[src/rtl/pipelined_carry_skip_adder.sv]
// ============================================================================
//  Module      : pipelined_carry_skip_adder
//  Description : WIDTH-bit adder split into NBLK = WIDTH/BLOCK carry-skip
//                blocks, one block per pipeline stage, with valid/ready flow
//                control. Optional macro CSA_OVERFLOW_EN adds a registered
//                two's-complement overflow output (ovf).
//  Revision    : 1.0 - initial release
// ============================================================================
`default_nettype none

module pipelined_carry_skip_adder #(
    parameter int WIDTH = 16,
    parameter int BLOCK = 4
) (
    input  logic             clk,
    input  logic             rst,
    input  logic [WIDTH-1:0] a,
    input  logic [WIDTH-1:0] b,
    input  logic             cin,
    input  logic             in_valid,
    output logic             in_ready,
    output logic [WIDTH-1:0] sum,
    output logic             cout,
    output logic             out_valid,
`ifdef CSA_OVERFLOW_EN
    output logic             ovf,
`endif
    input  logic             out_ready
);

    // WIDTH must be a whole multiple of BLOCK; one stage per block.
    localparam int NBLK = WIDTH / BLOCK;

    // Whole pipeline moves together whenever the output slot is free or drained.
    logic adv;
    assign adv      = !out_valid || out_ready;
    assign in_ready = adv;

    generate
        for (genvar i = 0; i < NBLK; i++) begin : g_stage
            // LO   : first bit of this stage's block
            // REM  : operand bits still unconsumed when entering this stage
            // DONE : sum bits known after this stage
            localparam int LO   = i * BLOCK;
            localparam int REM  = WIDTH - LO;
            localparam int DONE = LO + BLOCK;

            logic [REM-1:0]   a_in;
            logic [REM-1:0]   b_in;
            logic             c_in;
            logic             v_in;
            logic [BLOCK-1:0] blk_sum;
            logic [BLOCK:0]   rip;
            logic             blk_p;
            logic             c_d;
            logic [DONE-1:0]  s_d;
            logic [DONE-1:0]  s_q;
            logic             c_q;
            logic             v_q;

            if (i == 0) begin : g_head
                assign a_in = a;
                assign b_in = b;
                assign c_in = cin;
                assign v_in = in_valid;
                assign s_d  = blk_sum;
            end else begin : g_body
                assign a_in = g_stage[i-1].g_ops.a_q;
                assign b_in = g_stage[i-1].g_ops.b_q;
                assign c_in = g_stage[i-1].c_q;
                assign v_in = g_stage[i-1].v_q;
                assign s_d  = {blk_sum, g_stage[i-1].s_q};
            end

            // Ripple-add this block; the skip mux forwards the block carry-in
            // when every bit propagates, bypassing the ripple chain.
            always_comb begin
                rip     = '0;
                blk_sum = '0;
                blk_p   = 1'b1;
                rip[0]  = c_in;
                for (int j = 0; j < BLOCK; j++) begin
                    blk_sum[j] = a_in[j] ^ b_in[j] ^ rip[j];
                    rip[j+1]   = (a_in[j] & b_in[j]) | ((a_in[j] ^ b_in[j]) & rip[j]);
                    blk_p      = blk_p & (a_in[j] ^ b_in[j]);
                end
                c_d = blk_p ? c_in : rip[BLOCK];
            end

            // Stage result, carry and valid; bubbles enter as v_q = 0.
            always_ff @(posedge clk or posedge rst) begin
                if (rst) begin
                    s_q <= '0;
                    c_q <= 1'b0;
                    v_q <= 1'b0;
                end else if (adv) begin
                    s_q <= s_d;
                    c_q <= c_d;
                    v_q <= v_in;
                end
            end

            if (i < NBLK - 1) begin : g_ops
                logic [REM-BLOCK-1:0] a_q;
                logic [REM-BLOCK-1:0] b_q;

                // Carry forward only the operand bits later blocks still need.
                always_ff @(posedge clk or posedge rst) begin
                    if (rst) begin
                        a_q <= '0;
                        b_q <= '0;
                    end else if (adv) begin
                        a_q <= a_in[REM-1:BLOCK];
                        b_q <= b_in[REM-1:BLOCK];
                    end
                end
            end else begin : g_tail
`ifdef CSA_OVERFLOW_EN
                logic ovf_q;

                // Overflow = carry into the MSB xor carry out of the MSB.
                always_ff @(posedge clk or posedge rst) begin
                    if (rst) begin
                        ovf_q <= 1'b0;
                    end else if (adv) begin
                        ovf_q <= rip[BLOCK-1] ^ c_d;
                    end
                end
`endif
            end
        end
    endgenerate

    assign sum       = g_stage[NBLK-1].s_q;
    assign cout      = g_stage[NBLK-1].c_q;
    assign out_valid = g_stage[NBLK-1].v_q;
`ifdef CSA_OVERFLOW_EN
    assign ovf       = g_stage[NBLK-1].g_tail.ovf_q;
`endif

endmodule

`default_nettype wire

[config.mk]
export PLATFORM = sky130hd
export DESIGN_NAME = pipelined_carry_skip_adder
export DESIGN_NICKNAME = d
export VERILOG_FILES = /design/src/rtl/pipelined_carry_skip_adder.sv
export SDC_FILE = /design/constraint.sdc
export NUM_CORES = 1
export LEC_CHECK = 0
export ABC_AREA = 1
export CAP_MARGIN = 30
export CORE_MARGIN = 3
export CORE_UTILIZATION = 55
export CTS_CLUSTER_DIAMETER = 100
export DETAILED_ROUTE_END_ITERATION = 8
export PLACE_DENSITY = 0.83
export SETUP_SLACK_MARGIN = 0.02
export SLEW_MARGIN = 10
export SYNTH_ARGS = -nofsm -noshare
export SYNTH_HDL_FRONTEND = slang
export SYNTH_SLANG_ARGS = --single-unit
export TNS_END_PERCENT = 30
[constraint.sdc]
create_clock -name clk -period 4.1 [get_ports clk]
set_input_delay 0.82 -clock clk [delete_from_list [all_inputs] [get_ports clk]]
set_output_delay 0.82 -clock clk [all_outputs]
set_load 0.02 [all_outputs]
==> metrics.log, run 1 <==
[metrics] quantity of gates resized following cts: 0
[metrics] arrival time of the worst setup path: 2050 ps
[metrics] number of cells traversed by the worst register-to-register path: 8
[metrics] CP Data Required Time: 3280 ps
[metrics] Area Overhead vs Synth: 19.6%
[metrics] utilization after layout: 0.688
[metrics] post-detailed-route wirelength per cell: 12.3 um
[metrics] start point of the critical path: out_ready
[metrics] worst-case headroom to the max-slew limit: 0.441
[metrics] max-slew violation count: 0
[metrics] number of nets with antenna violations after detailed routing: 0
[metrics] final hold vios: 0
[metrics] CTS hold repair buffers: 0
[metrics] Yosys Warn Count: 0
[metrics] proportion of layout cells with a drive suffix above 1: 0.0459
[metrics] reg2reg setup slack: 1850 ps
[metrics] global-route wire length before repair: 12700 um
[metrics] I/O Pins: 56
[metrics] number of setup buffers added after CTS: 0
[metrics] Syn Inst Count: 446
[metrics] cell accounting for the most synthesized area: sky130_fd_sc_hd__dfrtp_1
[metrics] TritonCTS clock tree: yes
[metrics] first-pass iteration count of the detailed router: 4
[metrics] instance count along the most critical hold path: 2
[metrics] count of different cell masters after synthesis: 16
[metrics] worst setup path category: input port to primary output
[metrics] Residual DRC: 0
[metrics] hold_ws: 469 ps
[metrics] core outline area: 7370 um2
[metrics] Final Instance Area: 5070 um2
[metrics] antenna violations before repair: 0
[metrics] Num Clock Sinks: 96
[metrics] clock network latency to the later pin of the worst-skew pair: 370 ps
[metrics] root buf cell: sky130_fd_sc_hd__clkbuf_8
[metrics] average cell area after synthesis: 9.51 um2
[metrics] #FFs+latches synth: 96
[metrics] via count: 2905
[metrics] number of global-route vias before repair: 2756
[metrics] slew at the pin with the worst max-slew slack: 839 ps
[metrics] fraction of synthesized cell area taken by the top area cell type: 0.567
[metrics] Initial Util: 0.575
[metrics] vias per std cell: 4.84
[metrics] maximum level of the CTS H-tree: 3
[metrics] # port buffers: 55
[metrics] critical path fanouts, max: 2
[metrics] static leakage: 2.53 nW
[metrics] maximum root-to-sink buffer count: 2
[metrics] final worst clock skew: 12.6 ps
[metrics] global placer's final weighted congestion: 0.827
[metrics] Filler Cells Inserted: 568
[metrics] Register Area: 2400 um2
[metrics] nets: 565
[metrics] startpoint class of the critical path: input port
[metrics] initial detailed-routing violation count: 99
[metrics] sink of the worst hold path: g_stage[2].s_q[4]
[metrics] largest net degree at the start of global routing: 97
[metrics] Final TNS setup: 0 ps
[metrics] post-layout min period: 2870 ps
[metrics] most area-consuming cells after synthesis: sky130_fd_sc_hd__dfrtp_1 57%, sky130_fd_sc_hd__nand2_1 15%, sky130_fd_sc_hd__fa_1 7.6%, sky130_fd_sc_hd__o21ai_0 6.8%, sky130_fd_sc_hd__inv_1 4.8%
[metrics] startpoint of the worst register-to-register path: g_stage[0].c_q
[metrics] fmax: 348 MHz
[metrics] clock-pin slew on the worst setup and hold paths: 100 ps
[metrics] width of the die: 93.8 um
[metrics] unrepaired setup endpoints after global routing: no
[metrics] global-route usage over all layers: 0.185
[metrics] startpoint of the most critical hold path: g_stage[1].s_q[4]
[metrics] Peak supply drop: 0.299 mV
[metrics] height of the die: 93.8 um
[metrics] Post-Route WL: 7360 um
[metrics] area of the die: 8800 um2
[metrics] Cell Area, Placed: 4850 um2
[metrics] result of the run: finished, final reports clean
[metrics] post-synthesis instance area: 4240 um2
[metrics] worst min-delay path class: flop to flop
[metrics] endpoint type of the worst setup path: primary output
[metrics] Final setup viols: 0
[metrics] ratio of total power to cell area: 705 nW/um2
[metrics] Synth Net Count: 515
[metrics] post-route clock period utilization: 0.700
[metrics] number of CTS-inserted buffers: 9
[metrics] Antenna diodes: 0
[metrics] total grt overflow: 0
[metrics] maximum capacitance violations: 0
[metrics] # rows: 31
[metrics] estimated wirelength of the detail-placed design: 4950 um
[metrics] sequential cell area fraction in the yosys report: 0.567
[metrics] multi-input gate area in the final layout: 1530 um2
[metrics] r2r endpoint: g_stage[1].s_q[7]
-- area by class of cell --
class / instances / area share
Clock buffer: 11 / 0.0279
Timing Repair Buffer: 59 / 0.115
Tap cell: 99 / 0.0244
Inverter: 55 / 0.0412
Clock inverter: 5 / 0.0158
Multi-Input combinational cell: 275 / 0.302
Sequential cell: 96 / 0.474
-- cells in the mapped netlist, drive strengths merged --
| master | instances |
|---|---|
| ha | 16 |
| clkbuf | 8 |
| nand3 | 4 |
| dfrtp | 96 |
| fa | 16 |
| nand2 | 165 |
| nor2 | 5 |
| or2 | 1 |
| inv | 55 |
| buf | 12 |
| o21ai | 68 |
-- cell families after synthesis --
group	count (synthesis)	share of synthesized area
compound gates	68	0.0803
fa+ha+maj	32	0.123
buf+inv	75	0.0720
flops	96	0.567
simple gates	175	0.158
-- per-layer routing --
layer | up-vias | part of all wire | global-route usage
li1 | 1451 | - | -
met3 | 12 | 0.045 | 0.0321
met2 | 61 | 0.49 | 0.286
met1 | 1381 | 0.45 | 0.256
met4 | 0 | 0.020 | 0.0890
met5 | - | 0 | 0
-- worst max-delay path, cell delays in order --
cell and delay [ps]:
sky130_fd_sc_hd__clkdlybuf4s50_1 500, sky130_fd_sc_hd__nor2_4 60, sky130_fd_sc_hd__inv_2 70, sky130_fd_sc_hd__clkdlybuf4s50_1 600
-- report_power, final --
group          switching, mW  total (mW)  internal (mW)  leakage, nW
Combinational          0.776        1.32          0.541         1.25
Sequential             0.227        1.58           1.35         1.17
Clock                  0.320       0.679          0.359        0.106
Total                   1.32        3.58           2.25         2.53
-- worst max path at each step --
stage,depth (start not counted),end,slack [ps]
floorplan,1,cout,770
global placement,9,g_stage[0].s_q[3],1130
detailed placement,9,g_stage[0].s_q[3],1060
CTS,4,in_ready,1220
global route,4,in_ready,1200
finish,4,in_ready,1230
-- per-stage QoR --
step | setup WS, ps | std cells | total power [mW]
finish | 1230 | 600 | 3.58
global route | 1200 | 600 | 3.90
floorplan | 775 | 446 | 2.45
global placement | 1130 | 584 | 2.84
detailed placement | 1060 | 584 | 2.92
CTS | 1220 | 600 | 3.60
-- layout by cell type (no fill, tap or decap), drive strengths merged --
master,count
clkinv,1
clkdlybuf4s50,55
nand2,165
dfrtp,96
or2,1
clkbuf,11
ha,16
nor2,5
fa,16
clkinvlp,2
o21ai,68
nand3,4
inv,55
bufinv,2
buf,4
-- state kept, by name (all words and copies together) (netlist names) --
signal / flops
g_stage.g_ops.a_q: 24
g_stage.g_ops.b_q: 24
g_stage.s_q: 24
sum: 16
g_stage.c_q: 3
g_stage.v_q: 3
cout: 1
out_valid: 1
Note: power is estimated with default switching activity, not from simulation.
==> run 2, diff against run 1 <==
--- a/config.mk
+++ b/config.mk
@@ -8,10 +8,10 @@
 export ABC_AREA = 1
 export CAP_MARGIN = 30
 export CORE_MARGIN = 3
-export CORE_UTILIZATION = 55
+export CORE_UTILIZATION = 49
 export CTS_CLUSTER_DIAMETER = 100
 export DETAILED_ROUTE_END_ITERATION = 8
-export PLACE_DENSITY = 0.83
+export PLACE_DENSITY = 0.78
 export SETUP_SLACK_MARGIN = 0.02
 export SLEW_MARGIN = 10
 export SYNTH_ARGS = -nofsm -noshare
==> constraint.sdc (replaced) <==
create_clock -name clk -period 2.6 [get_ports clk]
set_input_delay 0.52 -clock clk [delete_from_list [all_inputs] [get_ports clk]]
set_output_delay 0.52 -clock clk [all_outputs]
set_load 0.02 [all_outputs]
==> metrics.log, run 2 (synthesis gave the netlist of run 1 again) <==
[metrics] result of the run: finished, final reports clean
[metrics] multi-input gate area in the final layout: 1530 um2 (unchanged)
[metrics] Residual DRC: 0 (unchanged)
[metrics] Final TNS setup: 0 ps (unchanged)
[metrics] start point of the critical path: a[0]
[metrics] core outline area: 8300 um2 (+13%)
[metrics] post-layout total power: 5.59 mW (+56%)
[metrics] critical path fanouts, max: 2 (unchanged)
[metrics] power dissipated by switching net loads: 2.05 mW (+55%)
[metrics] first-pass iteration count of the detailed router: 4 (unchanged)
[metrics] clock network latency to the later pin of the worst-skew pair: 350 ps (-20 ps)
[metrics] startpoint class of the critical path: input port
[metrics] I/O Pins: 56 (unchanged)
[metrics] reg2reg setup slack: 350 ps (-1500 ps)
[metrics] Register Area: 2400 um2 (unchanged)
[metrics] Comb power frac: 0.364 (-0.004)
[metrics] Peak supply drop: 0.452 mV (+51%)
[metrics] Area Overhead vs Synth: 20.1%
[metrics] post-detailed-route wirelength per cell: 12.2 um (-0.98%)
[metrics] endpoint type of the worst setup path: flop
[metrics] estimated wirelength of the detail-placed design: 4890 um (-1.3%)
[metrics] # port buffers: 55 (unchanged)
[metrics] proportion of layout cells with a drive suffix above 1: 0.0459 (unchanged)
[metrics] number of CTS-inserted buffers: 9 (unchanged)
[metrics] total grt overflow: 0 (unchanged)
[metrics] initial detailed-routing violation count: 119 (+20%)
[metrics] vias per std cell: 4.77 (-1.5%)
[metrics] worst-case headroom to the max-slew limit: 0.438 (-0.00245)
[metrics] fmax: 406 MHz
[metrics] unrepaired setup endpoints after global routing: no
[metrics] final hold vios: 0 (unchanged)
[metrics] width of the die: 99.0 um (+5.6%)
[metrics] CP Data Required Time: 2870 ps (-410 ps)
[metrics] worst setup path category: input port to flop
[metrics] startpoint of the worst register-to-register path: g_stage[0].c_q
[metrics] clock-pin slew on the worst setup and hold paths: 90 ps (about the same)
[metrics] slew at the pin with the worst max-slew slack: 843 ps (+3.67 ps)
[metrics] worst slack after detailed placement: -239 ps (-1300 ps)
[metrics] commonest non-fill, non-tap cell in the layout: sky130_fd_sc_hd__nand2_1
[metrics] number of cells traversed by the worst register-to-register path: 8 (unchanged)
[metrics] number of global-route vias before repair: 2851 (+3.4%)
[metrics] slack of the critical path: 140 ps (-1090 ps)
[metrics] number of setup buffers added after CTS: 0 (unchanged)
[metrics] quantity of gates resized following cts: 0 (unchanged)
[metrics] r2r endpoint: g_stage[1].s_q[7]
[metrics] global-route usage over all layers: 0.164 (-0.0216)
[metrics] maximum level of the CTS H-tree: 3 (unchanged)
[metrics] ratio of total power to cell area: 1100 nW/um2 (+56%)
[metrics] post-route clock period utilization: 0.946
[metrics] TritonCTS clock tree: yes
[metrics] Final setup viols: 0 (unchanged)
[metrics] Num Clock Sinks: 96 (unchanged)
[metrics] cells along the critical path: clkdlybuf4s50_1, inv_1, fa_1, inv_1, fa_1, fa_1, inv_1, fa_1, o21ai_0
[metrics] slowest CP cell: sky130_fd_sc_hd__clkdlybuf4s50_1
[metrics] biggest registers after layout: g_stage.g_ops.a_q x24, g_stage.g_ops.b_q x24, g_stage.s_q x24
[metrics] cell-internal power: 3.54 mW (+57%)
[metrics] maximum root-to-sink buffer count: 2 (unchanged)
[metrics] Filler Cells Inserted: 702 (+24%)
[metrics] area of the die: 9810 um2 (+11%)
[metrics] critical path's largest stage delay: 430 ps (-170 ps)
[metrics] height of the die: 99.0 um (+5.6%)
[metrics] Antenna diodes: 0 (unchanged)
[metrics] max-slew violation count: 0 (unchanged)
[metrics] root buf cell: sky130_fd_sc_hd__clkbuf_8
[metrics] most frequent cells in the layout: 165 x sky130_fd_sc_hd__nand2_1, 96 x sky130_fd_sc_hd__dfrtp_1, 58 x sky130_fd_sc_hd__o21ai_0
[metrics] static leakage: 2.53 nW (about the same)
[metrics] global-route wire length before repair: 13000 um (+2.6%)
[metrics] sequential share of power: 0.446 (+0.004)
[metrics] antenna violations before repair: 0 (unchanged)
[metrics] Crit path top cell by count: sky130_fd_sc_hd__fa_1
[metrics] CTS hold repair buffers: 0 (unchanged)
[metrics] largest net degree at the start of global routing: 97 (unchanged)
[metrics] buffer and inverter count on the worst path: 4 (+1)
[metrics] fraction of power spent switching nets: 0.367 (-0.00296)
[metrics] Post-Route WL: 7370 um (about the same)
[metrics] worst min-delay path class: flop to flop
[metrics] nets: 565 (unchanged)
[metrics] maximum capacitance violations: 0 (unchanged)
[metrics] final worst clock skew: 9.42 ps (-3.17 ps)
[metrics] WP depth: 9 (+5)
[metrics] post-layout min period: 2460 ps
[metrics] crit-path leading delay family: adder cells
[metrics] # rows: 33 (+6.5%)
[metrics] number of nets with antenna violations after detailed routing: 0 (unchanged)
[metrics] arrival time of the worst setup path: 2730 ps (+680 ps)
[metrics] endpoint of the most critical setup path: g_stage[0].s_q[3]
[metrics] part of the total power dissipated in the clock network: 0.190 (about the same)
[metrics] global placer's final weighted congestion: 0.800 (-3.3%)
[metrics] Initial Util: 0.511 (-0.0645)
[metrics] via count: 2889 (-0.55%)
## run 2: changes by cell type in the layout (fill, tap and decap cells not counted)
| cell | change |
|---|---|
| sky130_fd_sc_hd__buf_12 | +1 |
| sky130_fd_sc_hd__buf_4 | -1 |
| sky130_fd_sc_hd__clkinvlp_4 | +1 |
| sky130_fd_sc_hd__inv_4 | -1 |
## run 2: stage by stage
step	cells	hold slack (ps)	area [um2]	utilization
after floorplan	446	440	4240	-
after global placement	590	450	4870	0.587
after detailed placement	590	451	4870	0.587
after CTS	606	473	5090	0.613
after global routing	606	498	5090	0.613
final	606	473	5090	0.613
## run 2: layer usage
layer	routed length [um]	share of wire	vias to the layer above	track usage
met5	0	0	-	0
met4	112	0.015	0	0.0567
met3	301	0.041	11	0.0311
met2	3540	0.48	51	0.267
met1	3420	0.46	1378	0.221
li1	-	-	1449	-
## run 2: power groups by stage
stage | sequential (mW) | clock (mW) | combinational [mW]
after floorplan | 2.61 | 0 | 1.25
after global placement | 2.50 | 0 | 1.97
after detailed placement | 2.53 | 0 | 2.05
after CTS | 2.50 | 1.09 | 2.08
after global routing | 2.59 | 1.14 | 2.37
final | 2.49 | 1.06 | 2.04
## run 2: final cells by class
type	instances	share of cell area
Inverter	55	0.0413
Tap cell	105	0.0258
Sequential cell	96	0.472
Timing Repair Buffer	59	0.116
Multi-Input combinational cell	275	0.301
Clock buffer	11	0.0278
Clock inverter	5	0.0157
## run 2: tightest hold or removal path, cell delays in order, from the launching register on
cell and delay (ps):
sky130_fd_sc_hd__dfrtp_1 350, sky130_fd_sc_hd__nand2_1 50, sky130_fd_sc_hd__nand2_1 40
## run 2: how the worst min path moves through the flow
stage / end / cells after the start / from / slack (ps)
CTS: g_stage[2].g_ops.b_q[2] / 2 / g_stage[1].g_ops.b_q[6] / 470
global placement: out_valid / 1 / g_stage[2].v_q / 450
floorplan: out_valid / 1 / g_stage[2].v_q / 440
finish: g_stage[2].g_ops.b_q[2] / 2 / g_stage[1].g_ops.b_q[6] / 470
global route: out_valid / 1 / g_stage[2].v_q / 500
detailed placement: g_stage[2].g_ops.b_q[2] / 2 / g_stage[1].g_ops.b_q[6] / 450
